**src/rtl/dma_2d_pkg.sv**
```systemverilog
// Shared definitions for the 2D DMA read and write masters.
//   dma_state_t      one-hot master state encoding (IDLE/ADDR/DATA/RESP)
//   BURST_INCR       AXI AxBURST value for incrementing bursts
//   SIZE_4B          AXI AxSIZE value for 4-byte beats
//   RESP_OKAY        AXI xRESP value for a good response
//   MAX_BURST_BYTES  largest burst either master issues (64 beats x 4 B)
//   PAGE_BYTES       AXI 4 KB boundary a burst must not cross
package dma_2d_pkg;

    typedef enum logic [3:0] {
        ST_IDLE = 4'b0001,
        ST_ADDR = 4'b0010,
        ST_DATA = 4'b0100,
        ST_RESP = 4'b1000
    } dma_state_t;

    localparam logic [1:0]  BURST_INCR      = 2'b01;
    localparam logic [2:0]  SIZE_4B         = 3'b010;
    localparam logic [1:0]  RESP_OKAY       = 2'b00;
    localparam logic [31:0] MAX_BURST_BYTES = 32'd256;
    localparam logic [31:0] PAGE_BYTES      = 32'd4096;

endpackage

```
**src/rtl/dma_burst_calc.sv**
```systemverilog
// Burst sizing for the 2D DMA masters (combinational).
//   i_cur_addr    address the next burst starts at (4-byte aligned)
//   i_line_bytes  bytes of the current line already transferred
//   i_width       line length in bytes (multiple of 4)
//   o_beats       beats in the next burst, 1..64
//   o_awlen       AxLEN for the next burst (o_beats - 1)
// The burst is the smallest of: the maximum burst, what is left of the line,
// and the distance to the next 4 KB page.
module dma_burst_calc
    import dma_2d_pkg::*;
(
    input  logic [31:0] i_cur_addr,
    input  logic [31:0] i_line_bytes,
    input  logic [31:0] i_width,
    output logic [7:0]  o_beats,
    output logic [7:0]  o_awlen
);

    logic [31:0] w_rem_line;
    logic [31:0] w_dist_4k;
    logic [31:0] w_bytes;

    assign w_rem_line = i_width - i_line_bytes;
    assign w_dist_4k  = ((i_cur_addr & ~(PAGE_BYTES - 32'd1)) + PAGE_BYTES) - i_cur_addr;

    always_comb begin
        w_bytes = MAX_BURST_BYTES;
        if (w_rem_line < w_bytes) begin
            w_bytes = w_rem_line;
        end
        if (w_dist_4k < w_bytes) begin
            w_bytes = w_dist_4k;
        end
    end

    // w_bytes never exceeds 256, so the beat count fits in 8 bits.
    assign o_beats = 8'(w_bytes >> 2);
    assign o_awlen = o_beats - 8'd1;

endmodule

```
**src/rtl/write_master_2d.sv**
```systemverilog
// AXI4 write master that drains a FWFT data FIFO into a 2D memory region:
// i_img_height lines of i_img_width bytes, line starts i_img_stride apart.
// One burst is outstanding at a time; bursts are at most 64 beats and never
// cross a 4 KB page.
//
// Ports
//   clk, reset_n            clock, asynchronous active-low reset
//   i_start                 job start pulse (only honoured when idle)
//   i_dst_addr/i_img_*      job geometry, sampled live, held for the job
//   o_write_done            level, set after the last B, cleared by start
//   o_busy                  not idle
//   o_error                 sticky bad-BRESP flag, cleared by start
//   i_fifo_empty/_data      FIFO status and head word
//   o_fifo_pop              pop strobe, equals the W handshake
//   m_axi_aw*/w*/b*         AXI4 write channels
//
// state | meaning
// ------+-------------------------------------------------------------
// IDLE  | waiting for i_start
// ADDR  | AWVALID high for the burst at r_cur_addr
// DATA  | streaming r_beats FIFO words onto W
// RESP  | waiting for the B response, then advance within the image
module write_master_2d
    import dma_2d_pkg::*;
#(
    parameter int C_M_AXI_ID_WIDTH   = 1,
    parameter int C_M_AXI_ADDR_WIDTH = 32,
    parameter int C_M_AXI_DATA_WIDTH = 32   // only 32 is supported
) (
    input  logic                            clk,
    input  logic                            reset_n,

    input  logic                            i_start,
    input  logic [31:0]                     i_dst_addr,
    input  logic [31:0]                     i_img_width,
    input  logic [31:0]                     i_img_height,
    input  logic [31:0]                     i_img_stride,
    output logic                            o_write_done,
    output logic                            o_busy,
    output logic                            o_error,

    input  logic                            i_fifo_empty,
    input  logic [31:0]                     i_fifo_data,
    output logic                            o_fifo_pop,

    output logic [C_M_AXI_ID_WIDTH-1:0]     m_axi_awid,
    output logic [C_M_AXI_ADDR_WIDTH-1:0]   m_axi_awaddr,
    output logic [7:0]                      m_axi_awlen,
    output logic [2:0]                      m_axi_awsize,
    output logic [1:0]                      m_axi_awburst,
    output logic                            m_axi_awvalid,
    input  logic                            m_axi_awready,

    output logic [C_M_AXI_DATA_WIDTH-1:0]   m_axi_wdata,
    output logic [C_M_AXI_DATA_WIDTH/8-1:0] m_axi_wstrb,
    output logic                            m_axi_wlast,
    output logic                            m_axi_wvalid,
    input  logic                            m_axi_wready,

    input  logic [C_M_AXI_ID_WIDTH-1:0]     m_axi_bid,
    input  logic [1:0]                      m_axi_bresp,
    input  logic                            m_axi_bvalid,
    output logic                            m_axi_bready
);

    dma_state_t  r_state;
    dma_state_t  w_state_nxt;

    logic [31:0] r_cur_addr;
    logic [31:0] r_line_start;
    logic [31:0] r_line_bytes;
    logic [31:0] r_line_cnt;
    logic [7:0]  r_beats;
    logic [7:0]  r_beat_cnt;
    logic        r_done;
    logic        r_error;

    logic [7:0]  w_calc_beats;
    logic [7:0]  w_calc_awlen;
    logic [31:0] w_next_bytes;
    logic [31:0] w_next_line;
    logic        w_line_end;
    logic        w_last_line;
    logic        w_empty_job;
    logic        w_awvalid;
    logic        w_wvalid;
    logic        w_wlast;
    logic        w_bready;
    logic        w_w_hs;
    logic        w_unused;

    dma_burst_calc u_burst_calc (
        .i_cur_addr   (r_cur_addr),
        .i_line_bytes (r_line_bytes),
        .i_width      (i_img_width),
        .o_beats      (w_calc_beats),
        .o_awlen      (w_calc_awlen)
    );

    assign w_next_bytes = r_line_bytes + {22'd0, r_beats, 2'b00};
    assign w_next_line  = r_line_start + i_img_stride;
    assign w_line_end   = (w_next_bytes >= i_img_width);
    assign w_last_line  = (r_line_cnt == i_img_height - 32'd1);
    assign w_empty_job  = (i_img_width == 32'd0) || (i_img_height == 32'd0);
    assign w_w_hs       = w_wvalid && m_axi_wready;

    // ---------------------------------------------------------------- FSM
    always_ff @(posedge clk or negedge reset_n) begin
        if (!reset_n) begin
            r_state <= ST_IDLE;
        end else begin
            r_state <= w_state_nxt;
        end
    end

    always_comb begin
        w_state_nxt = r_state;
        w_awvalid   = 1'b0;
        w_wvalid    = 1'b0;
        w_wlast     = 1'b0;
        w_bready    = 1'b0;
        case (r_state)
            ST_IDLE: begin
                if (i_start && !w_empty_job) begin
                    w_state_nxt = ST_ADDR;
                end
            end
            ST_ADDR: begin
                w_awvalid = 1'b1;
                if (m_axi_awready) begin
                    w_state_nxt = ST_DATA;
                end
            end
            ST_DATA: begin
                w_wvalid = !i_fifo_empty;
                w_wlast  = (r_beat_cnt == r_beats - 8'd1);
                if (w_wvalid && m_axi_wready && w_wlast) begin
                    w_state_nxt = ST_RESP;
                end
            end
            ST_RESP: begin
                w_bready = 1'b1;
                if (m_axi_bvalid) begin
                    w_state_nxt = (w_line_end && w_last_line) ? ST_IDLE : ST_ADDR;
                end
            end
            default: begin
                w_state_nxt = ST_IDLE;
            end
        endcase
    end

    // ----------------------------------------------------------- datapath
    always_ff @(posedge clk or negedge reset_n) begin
        if (!reset_n) begin
            r_cur_addr   <= 32'd0;
            r_line_start <= 32'd0;
            r_line_bytes <= 32'd0;
            r_line_cnt   <= 32'd0;
            r_beats      <= 8'd0;
            r_beat_cnt   <= 8'd0;
            r_done       <= 1'b0;
            r_error      <= 1'b0;
        end else begin
            case (r_state)
                ST_IDLE: begin
                    if (i_start) begin
                        r_cur_addr   <= i_dst_addr;
                        r_line_start <= i_dst_addr;
                        r_line_bytes <= 32'd0;
                        r_line_cnt   <= 32'd0;
                        r_error      <= 1'b0;
                        // An empty job finishes immediately without leaving IDLE.
                        r_done       <= w_empty_job;
                    end
                end
                ST_ADDR: begin
                    if (m_axi_awready) begin
                        r_beats    <= w_calc_beats;
                        r_beat_cnt <= 8'd0;
                    end
                end
                ST_DATA: begin
                    if (w_w_hs) begin
                        r_beat_cnt <= r_beat_cnt + 8'd1;
                    end
                end
                ST_RESP: begin
                    if (m_axi_bvalid) begin
                        if (m_axi_bresp != RESP_OKAY) begin
                            r_error <= 1'b1;
                        end
                        if (w_line_end) begin
                            r_line_start <= w_next_line;
                            r_cur_addr   <= w_next_line;
                            r_line_bytes <= 32'd0;
                            r_line_cnt   <= r_line_cnt + 32'd1;
                            if (w_last_line) begin
                                r_done <= 1'b1;
                            end
                        end else begin
                            r_cur_addr   <= r_cur_addr + {22'd0, r_beats, 2'b00};
                            r_line_bytes <= w_next_bytes;
                        end
                    end
                end
                default: begin
                end
            endcase
        end
    end

    // ------------------------------------------------------------ outputs
    // Address and length are held at zero outside ADDR so the bus is quiet
    // while idle; inside ADDR they come from registers and are stable.
    assign m_axi_awid    = '0;
    assign m_axi_awaddr  = w_awvalid ? C_M_AXI_ADDR_WIDTH'(r_cur_addr) : '0;
    assign m_axi_awlen   = w_awvalid ? w_calc_awlen : 8'd0;
    assign m_axi_awsize  = SIZE_4B;
    assign m_axi_awburst = BURST_INCR;
    assign m_axi_awvalid = w_awvalid;

    assign m_axi_wdata   = C_M_AXI_DATA_WIDTH'(i_fifo_data);
    assign m_axi_wstrb   = '1;
    assign m_axi_wlast   = w_wlast;
    assign m_axi_wvalid  = w_wvalid;
    assign o_fifo_pop    = w_w_hs;

    assign m_axi_bready  = w_bready;

    assign o_write_done  = r_done;
    assign o_busy        = (r_state != ST_IDLE);
    assign o_error       = r_error;

    // BID carries nothing useful with a single outstanding burst.
    assign w_unused = ^m_axi_bid;

endmodule
```
**config.mk**
```make
export PLATFORM = sky130hd
export DESIGN_NAME = write_master_2d
export DESIGN_NICKNAME = d
export VERILOG_FILES = /design/src/rtl/dma_2d_pkg.sv /design/src/rtl/dma_burst_calc.sv /design/src/rtl/write_master_2d.sv
export SDC_FILE = /design/constraint.sdc
export NUM_CORES = 1
export LEC_CHECK = 0
export CORE_MARGIN = 4
export CORE_UTILIZATION = 56
export DETAILED_ROUTE_END_ITERATION = 8
export GPL_ROUTABILITY_DRIVEN = 0
export PLACE_DENSITY = 0.94
export SLEW_MARGIN = 20
export SYNTH_ARGS = -nofsm -noshare
export SYNTH_HDL_FRONTEND = slang
export SYNTH_SLANG_ARGS = --single-unit
```
**constraint.sdc**
```tcl
create_clock -name clk -period 9.2 [get_ports clk]
set_clock_uncertainty 0.1 [all_clocks]
set_input_delay 1.38 -clock clk [delete_from_list [all_inputs] [get_ports clk]]
set_output_delay 1.38 -clock clk [all_outputs]
set_load 0.01 [all_outputs]
```
# Yosys cells after proc, flatten, opt, wreduce, memory -nomap -nowiden
# Cells that the tools add are included.
# op_classes
addsub	11
n_lt_le_gt_ge	3
eq_ne	16
mux	40
n_reduce_logical	20
# op_table
operator	n
$mux W32	12
$pmux W32 S2	4
$add A32 B10 Y32	2
$logic_not A32 Y1	2
$sub A32 B32 Y32	2
$add A32 B1 Y32 const B	1
$add A32 B13 Y32 const B	1
$add A32 B32 Y32	1
$eq A32 B32 Y1	1
$ge A32 B32 Y1	1
$lt A32 B32 Y1	1
$lt A32 B9 Y1 const B	1
$sub A32 B1 Y32 const B	1
$mux W8	3
$ne A2 B2 Y1 const B	9
$mux W4	4
$pmux W4 S4	1
$pmux W8 S2	1
$sub A8 B1 Y8 const B	2
$reduce_and A4 Y1	3
$mux W1	11
$mux W10	1
$add A8 B1 Y8 const B	1
$eq A8 B8 Y1	1
other kinds (14)	23
# totals
regBits	150
inputBits	170

# Longest topological paths before layout
# Gate-level depths: netlist of the first run.
# logic_depth
depth_word	7
ltp_mapped	27
mapped_depth_nobuf	24

# Cells and area by module
# From an unflattened synthesis of the first run, not the netlist that was laid out.
# hier_totals
cells_unflattened	2111
area_unflattened_um2	16121.7
# modules_own_cells
module	n_inst	cells_per_inst	area_each_um2	seq_area_each_um2
write_master_2d	1	1608	12763.5	3704.8
dma_burst_calc	1	503	3358.2	0.0

# Worst setup path after synthesis of the first run
# OpenSTA, ideal clock, no wires.
# synth_path
path_kind	input to output
from	input i_img_width[9]
to	output m_axi_awlen[7]
arrival_time_ns	6.342
required_ns	7.720
setup_slack_ns	1.378
cell_stages	23
n_path_buf	3
path_cell_list	ha_1 clkbuf_1 a21oi_1 o21ai_0 or3_1 a2111oi_0 nand4_1 a2111oi_0 nand4b_1 a2111oi_4 buf_4 nand2_1 ha_1 a21oi_1 o21ai_0 nor2_1 o31ai_1 clkbuf_1 a31oi_1 nor2b_1 o31ai_4 o211ai_2 a21oi_2
# synth_between
elab_chain_len	7
# synth_rtl
item	line	text
start, declared	write_master_2d.sv:35	input logic [31:0] i_img_width,
$sub A32 B32 Y32 (*)	dma_burst_calc.sv:23	assign w_rem_line = i_width - i_line_bytes;
$lt A32 B9 Y1	dma_burst_calc.sv:28	if (w_rem_line < w_bytes) begin
$mux W32 (*)	dma_burst_calc.sv:28	
$lt A32 B32 Y1	dma_burst_calc.sv:31	if (w_dist_4k < w_bytes) begin
$mux W10 (*)	dma_burst_calc.sv:31	
$sub A8 B1 Y8 (*)	dma_burst_calc.sv:38	assign o_awlen = o_beats - 8'd1;
$mux W8 (*)	write_master_2d.sv:218	assign m_axi_awlen = w_awvalid ? w_calc_awlen : 8'd0;
end, declared	write_master_2d.sv:48	output logic [7:0] m_axi_awlen,
# Mark *: on every way between the ends. The rest lies on a longest branch, timed or not.

# Worst setup path after layout of the first run
# layout_path
from	input i_img_width[7]
to	output m_axi_awlen[7]
# Same word-level chain as after synthesis.

==> flow_summary.yaml, run 1 <==
floorplan:
  initial_core_util: 0.574
  fp.dieW_um: 175
  rows: 60
  die_y_um: 175
  die_area_um2: 30700
  core_area_um2: 27300
  io_pins: 260
timing:
  fin_crit_ns: 9.09
  slew_violations: 0
  tightest_slew_ns: 1.13
  fmax_mhz: 110
  period_share: 0.988
  slew_headroom: 0.246
  final-setup-viol-count: 0
  tns_ns: 0
  hold_viol: 0
  timing.hold.ws_ns: 0.396
logic_synthesis:
  netlist_area_um2: 15600
  ys_ff_latch: 148
  yosysSeqAreaShare: 0.237
  synth_warnings: 0
  synth_cell_types: 84
  yosys-top-cells-area: "dfrtp_1 24%, ha_1 10%, xnor2_1 6.4%, nand2_1 5.0%, o21ai_0 5.0%"
  synth.top_cell.area_share: 0.235
  synthAdderAreaFrac: 0.105
  synth_top_cell_by_area: "dfrtp_1"
  synth_common_cells: "207 x nand2_1, 201 x nor2_1, 155 x o21ai_0"
  synth_area_per_cell_um2: 7.55
  yosysMostFrequentCell: "nand2_1"
  synth_simple_gate_area_frac: 0.249
  synthXorXnorAreaFrac: 0.0974
  synth_compound_area_frac: 0.234
  synthMuxAreaShare: 0.00792
  syn-instance-count: 2073
  synth_top_family_by_area: "simple AND/OR/NAND/NOR gates"
  ys.flop_type: "dfrtp_1"
  synth_edf_count: 0
  synthArstFlopShare: 1.00
outcome:
  status: "completed"
global_routing:
  grt_overflow_total: 0
  use_met3: 0.0558
  antenna_found_initial: 2
  grt_start_max_net_pins: 84
  track_usage: 0.310
  use_met2: 0.512
  top_usage_layer: "met2"
  grt_pass1_vias: 16200
  use_met1: 0.390
  grt_pass1_wl_um: 79400
worst_setup_path:
  crit_path_top_delay_cell: "clkdlybuf4s50_1"
  worstRegToRegCells: 22
  crit_required_ns: 7.72
  slowest_delay_ns: 0.54
  cp.arrival_ns: 7.61
  critPathMaxFanout: 9
  worstSetupStartpointType: "primary input"
  path_depth: 26
  path_class: "in -> out"
  crit_family: "compound AO/OA/AOI/OAI gates"
  crit_buf_inv: 4
  end_kind: "output pin"
drt:
  vias: 16800
  drt_iter0_markers: 2065
  via_per_inst: 6.52
  post_drt_wl_per_cell_um: 19.5
  drtPass1Iterations: 7
  ant_nets: 0
  drc: 0
  routed_wirelength_um: 50300
final_layout:
  seq_area_um2: 3700
  stdcell_count: 2584
  synthToLayoutAreaGrowth_pct: 16.9
  num_antenna_cells: 0
  layout.nets: 2499
  multi_input_area_um2: 11000
  fin_util: 0.671
  drive_gt1_frac: 0.0552
  fill_cells: 2055
worst_hold_path:
  worst_hold_path_type: "reg -> reg"
  whs_path_depth: 1
clocking:
  tritoncts: "yes"
  clock_latency_ns: 0.44
  cts_root_buf: "clkbuf_16"
  ctsHtreeMaxLevel: 4
  cts_max_path_buffers: 2
  clk_pin_slew_ns: 0.06
  numCtsBuffers: 17
  clock-sinks: 148
power:
  power_leakage_nw: 7.67
  irDropWorstVdd_mv: 0.199
  pwr_density_cell_nw_per_um2: 218
  power_mw: 3.99
placed_design:
  hpwl_um: 37300
  io_buffer_count: 184
  placedCellCount: 2540
run:
  max_cap_viol_count: 0
[cells by family after synthesis]
logic type               Yosys count
multiplexers                      12
adder cells (fa/ha/maj)          130
XOR/XNOR                         174
AND/OR/NAND/NOR                  793
AO/OA/AOI/OAI                    575
buffers and inverters            239
flip-flops                       148
other                              2
[report_power, final]
part / switching (mW) / internal [mW]
logic: 1.32 / 0.935
clock network: 0.310 / 0.381
registers: 0.221 / 0.828
total: 1.85 / 2.14
[per-stage QoR]
| step | worst slack, ns | area (um2) |
|---|---|---|
| global placement | 0.128 | 17600 |
| finish | 0.111 | 18300 |
| floorplan | 1.38 | 15700 |
| detailed placement | -0.00241 | 17600 |
| CTS | 0.0310 | 18100 |
| global route | -0.122 | 18300 |
[worst paths after layout]
path | start | endpoint | slack [ns]
setup / recovery | i_img_width[7] | m_axi_awlen[7] | 0.11
hold / removal | r_line_start[3] | r_line_start[3] | 0.40
setup reg to reg | r_beats[1] | r_cur_addr[27] | 1.89
hold reg to reg | r_line_start[3] | r_line_start[3] | 0.40
max in group asynchronous | reset_n | r_line_cnt[18] | 6.94
min in group asynchronous | reset_n | r_cur_addr[22] | 0.85
[placed cells by master (no fill, tap or decap), drive strengths merged, types with 7 or more instances in the layout]
| cell type | Yosys | final |
|---|---|---|
| a211oi | 25 | 25 |
| a21boi | 8 | 8 |
| a21o | 41 | 41 |
| a21oi | 150 | 150 |
| a31oi | 32 | 32 |
| and2 | 35 | 35 |
| and3 | 26 | 26 |
| buf | 63 | 39 |
| clkbuf | 68 | 20 |
| clkdlybuf4s50 | 0 | 182 |
| conb | 2 | 16 |
| dfrtp | 147 | 147 |
| ha | 127 | 127 |
| inv | 107 | 114 |
| mux2i | 9 | 9 |
| nand2 | 207 | 207 |
| nand2b | 21 | 21 |
| nand3 | 75 | 75 |
| nand3b | 7 | 7 |
| nand4 | 44 | 44 |
| nor2 | 201 | 201 |
| nor2b | 18 | 18 |
| nor3 | 53 | 53 |
| nor3b | 9 | 9 |
| nor4 | 26 | 26 |
| o2111ai | 10 | 10 |
| o211ai | 27 | 27 |
| o21a | 33 | 33 |
| o21ai | 160 | 160 |
| o21bai | 12 | 12 |
| o22ai | 10 | 10 |
| o31ai | 18 | 18 |
| or2 | 9 | 9 |
| or3 | 36 | 36 |
| or4 | 9 | 9 |
| xnor2 | 114 | 114 |
| xor2 | 60 | 60 |
[flip-flops by register name, summed over array words and instances, names as in the netlist, 4 cells and up]
name          flops
r_beat_cnt        8
r_line_start     32
r_line_cnt       32
r_state           4
r_beats           8
r_cur_addr       32
r_line_bytes     30
[cell type report]
cell class / instances / area share
Multi-Input combinational cell: 1700 / 0.601
Sequential cell: 148 / 0.203
Timing Repair Buffer: 224 / 0.118
Tap cell: 372 / 0.0254
Clock buffer: 18 / 0.0235
Inverter: 108 / 0.0222
Clock inverter: 14 / 0.00780
[metal layers]
layer | wire (um) | share of wire | vias to the layer above
met5 | 19 | 0.00038 | -
met4 | 2600 | 0.052 | 4
met3 | 5560 | 0.11 | 226
met2 | 23300 | 0.46 | 1171
met1 | 18800 | 0.37 | 7828
li1 | - | - | 7614
[repair_timing]
action                                  4_1_cts  5_1_grt
resized for setup                             1       19
buffers inserted                              0       12
endpoints found under the setup margin        2        8
hold buffers                                  0        0
pin swaps                                     0        7
No activity file was read; power rests on OpenSTA's default activity.
==> run 2: changes to the inputs <==
- MAX_ROUTING_LAYER: default -> met4
- SLEW_MARGIN: 20 -> default
==> flow_summary.yaml, run 2 (synthesized netlist as in run 1, its figures left out) <==
worst_hold_path:
  worst_hold_path_type: "reg -> reg"
  min_delay_worst_endpoint: "r_line_start[3]"
  hold_start: "r_line_start[3]"
  whs_path_depth: 1
final_layout:
  final_common_cell: "nand2_1"
  drive_gt1_frac: 0.0508
  layout.nets: 2490
  layout_common_cells: "207 x nand2_1, 198 x nor2_1, 183 x clkdlybuf4s50_1"
  fin_util: 0.668
  largestRegisters: "r_cur_addr (32), r_line_cnt (32), r_line_start (32)"
  synthToLayoutAreaGrowth_pct: 16.4
clocking:
  cts_max_path_buffers: 2
  clock-sinks: 148
  numCtsBuffers: 17
  tritoncts: "yes"
  cts_root_buf: "clkbuf_16"
  clk_pin_slew_ns: 0.06
  ctsHtreeMaxLevel: 4
  clock_latency_ns: 0.43
global_routing:
  grt_overflow_total: 0
  top_usage_layer: "met2"
  grt_start_max_net_pins: 84
  antenna_found_initial: 2
  grt_pass1_wl_um: 79300
  track_usage: 0.319
  grt_pass1_vias: 16200
  use_met3: 0.0519
  use_met1: 0.392
  use_met2: 0.513
floorplan:
  fp.dieW_um: 175
  initial_core_util: 0.574
  die_area_um2: 30700
  rows: 60
  die_y_um: 175
  core_area_um2: 27300
  io_pins: 260
power:
  power_leakage_nw: 7.61
  clock_power_share: 0.174
  swShare: 0.462
  pwr_density_cell_nw_per_um2: 218
  irDropWorstVdd_mv: 0.197
  combinationalPowerShare: 0.562
  intPower_mw: 2.14
  power_mw: 3.97
  p_seq_frac: 0.264
  switching_power_mw: 1.83
timing:
  slew_violations: 0
  tightest_slew_ns: 1.38
  hold_viol: 0
  fmax_mhz: 110
  worst_slack_ns: 0.132
  final-setup-viol-count: 0
  period_share: 0.986
  slew_headroom: 0.0593
  fin_crit_ns: 9.07
drt:
  via_per_inst: 6.49
  routed_wirelength_um: 49600
  drt_iter0_markers: 2298
  post_drt_wl_per_cell_um: 19.2
  drtPass1Iterations: 9
  ant_nets: 0
  vias: 16700
  drc: 1
placed_design:
  io_buffer_count: 184
  hpwl_um: 37300
  place_ws_ns: -0.00241
worst_setup_path:
  slowest_delay_ns: 0.54
  critPathMaxFanout: 16
  rr_startpoint: "r_beats[1]"
  worstSetupStartpointType: "primary input"
  cp.arrival_ns: 7.59
  crit_path_top_delay_cell: "clkdlybuf4s50_1"
  end_kind: "output pin"
  path_class: "in -> out"
  r2r_end: "r_cur_addr[29]"
  crit_required_ns: 7.72
  worstRegToRegCells: 23
  rrSetupSlack_ns: 1.91
run:
  max_cap_viol_count: 0
outcome:
  violations: "design-rule violations"
  status: "finished, violations left"
-- run 2: cell count changes in the layout (fill, tap and decap cells not counted), sizes merged --
cell,delta
buf,-7
clkbuf,-2
diode,+3
dlymetal6s2s,-1
clkdlybuf4s50,+1
-- run 2: power groups by stage --
stage	Sequential, mW	Combinational [mW]	Clock [mW]
2_1_floorplan	0.963	1.59	0
3_3_place_gp	1.03	2.04	0
3_5_place_dp	1.04	2.14	0
4_1_cts	1.03	2.17	0.690
5_1_grt	1.06	2.44	0.717
6_report	1.05	2.23	0.690
-- run 2: worst max-delay path by stage --
stage	start	to	slack [ns]	cells after the start
after floorplan	i_img_width[9]	m_axi_awlen[7]	1.38	23
after global placement	i_img_width[2]	m_axi_awlen[7]	0.13	26
after detailed placement	i_img_width[7]	m_axi_awlen[7]	-0.002	26
after CTS	i_img_width[7]	m_axi_awlen[7]	0.03	26
after global routing	i_img_width[7]	m_axi_awlen[7]	-0.12	26
final	i_img_width[7]	m_axi_awlen[7]	0.13	26
-- run 2: timing repair --
item	CTS	global route
buffers inserted	0	3
setup endpoints to repair	2	8
hold buffers	0	0
pin swaps	0	3
cloned	0	0
gates resized for setup	1	15
-- run 2: cell type report --
class | count | area [um2]
diodes | 3 | 7.51
clock buffers | 18 | 429
clock inverters | 14 | 143
inverters | 108 | 405
flip-flops and latches | 148 | 3700
fillers | 2071 | 9040
repair buffers | 215 | 2090
well taps | 372 | 465
multi-input cells | 1700 | 11000
-- run 2: routing by layer --
metal | routed length, um | up-vias
met4 | 2430 | 0
met3 | 5230 | 216
li1 | - | 7597
met1 | 18900 | 7809
met5 | 0 | -
met2 | 23100 | 1116
-- run 2: worst max-delay path, delay by kind of cell --
family	cells	cell delay, ns
AO/OA/AOI/OAI	13	2.92
buffers and inverters	4	1.43
AND/OR/NAND/NOR	7	1.11
adder cells (fa/ha/maj)	2	0.76
-- run 2: metrics by stage --
step,TNS (ns),hold WS [ns],instance area (um2),std cells
6_report,0,0.388,18200,2578
5_1_grt,-0.318,0.403,18200,2577
4_1_cts,0,0.393,18100,2572
3_5_place_dp,-0.00241,0.376,17600,2540
3_3_place_gp,0,0.363,17600,2540
2_1_floorplan,0,0.343,15700,2087
==> run 3: changes to the inputs <==
- CTS_CLUSTER_SIZE: default -> 30
==> results of run 3 <==
Final layout, timing and power as in run 2 (identical DEF).
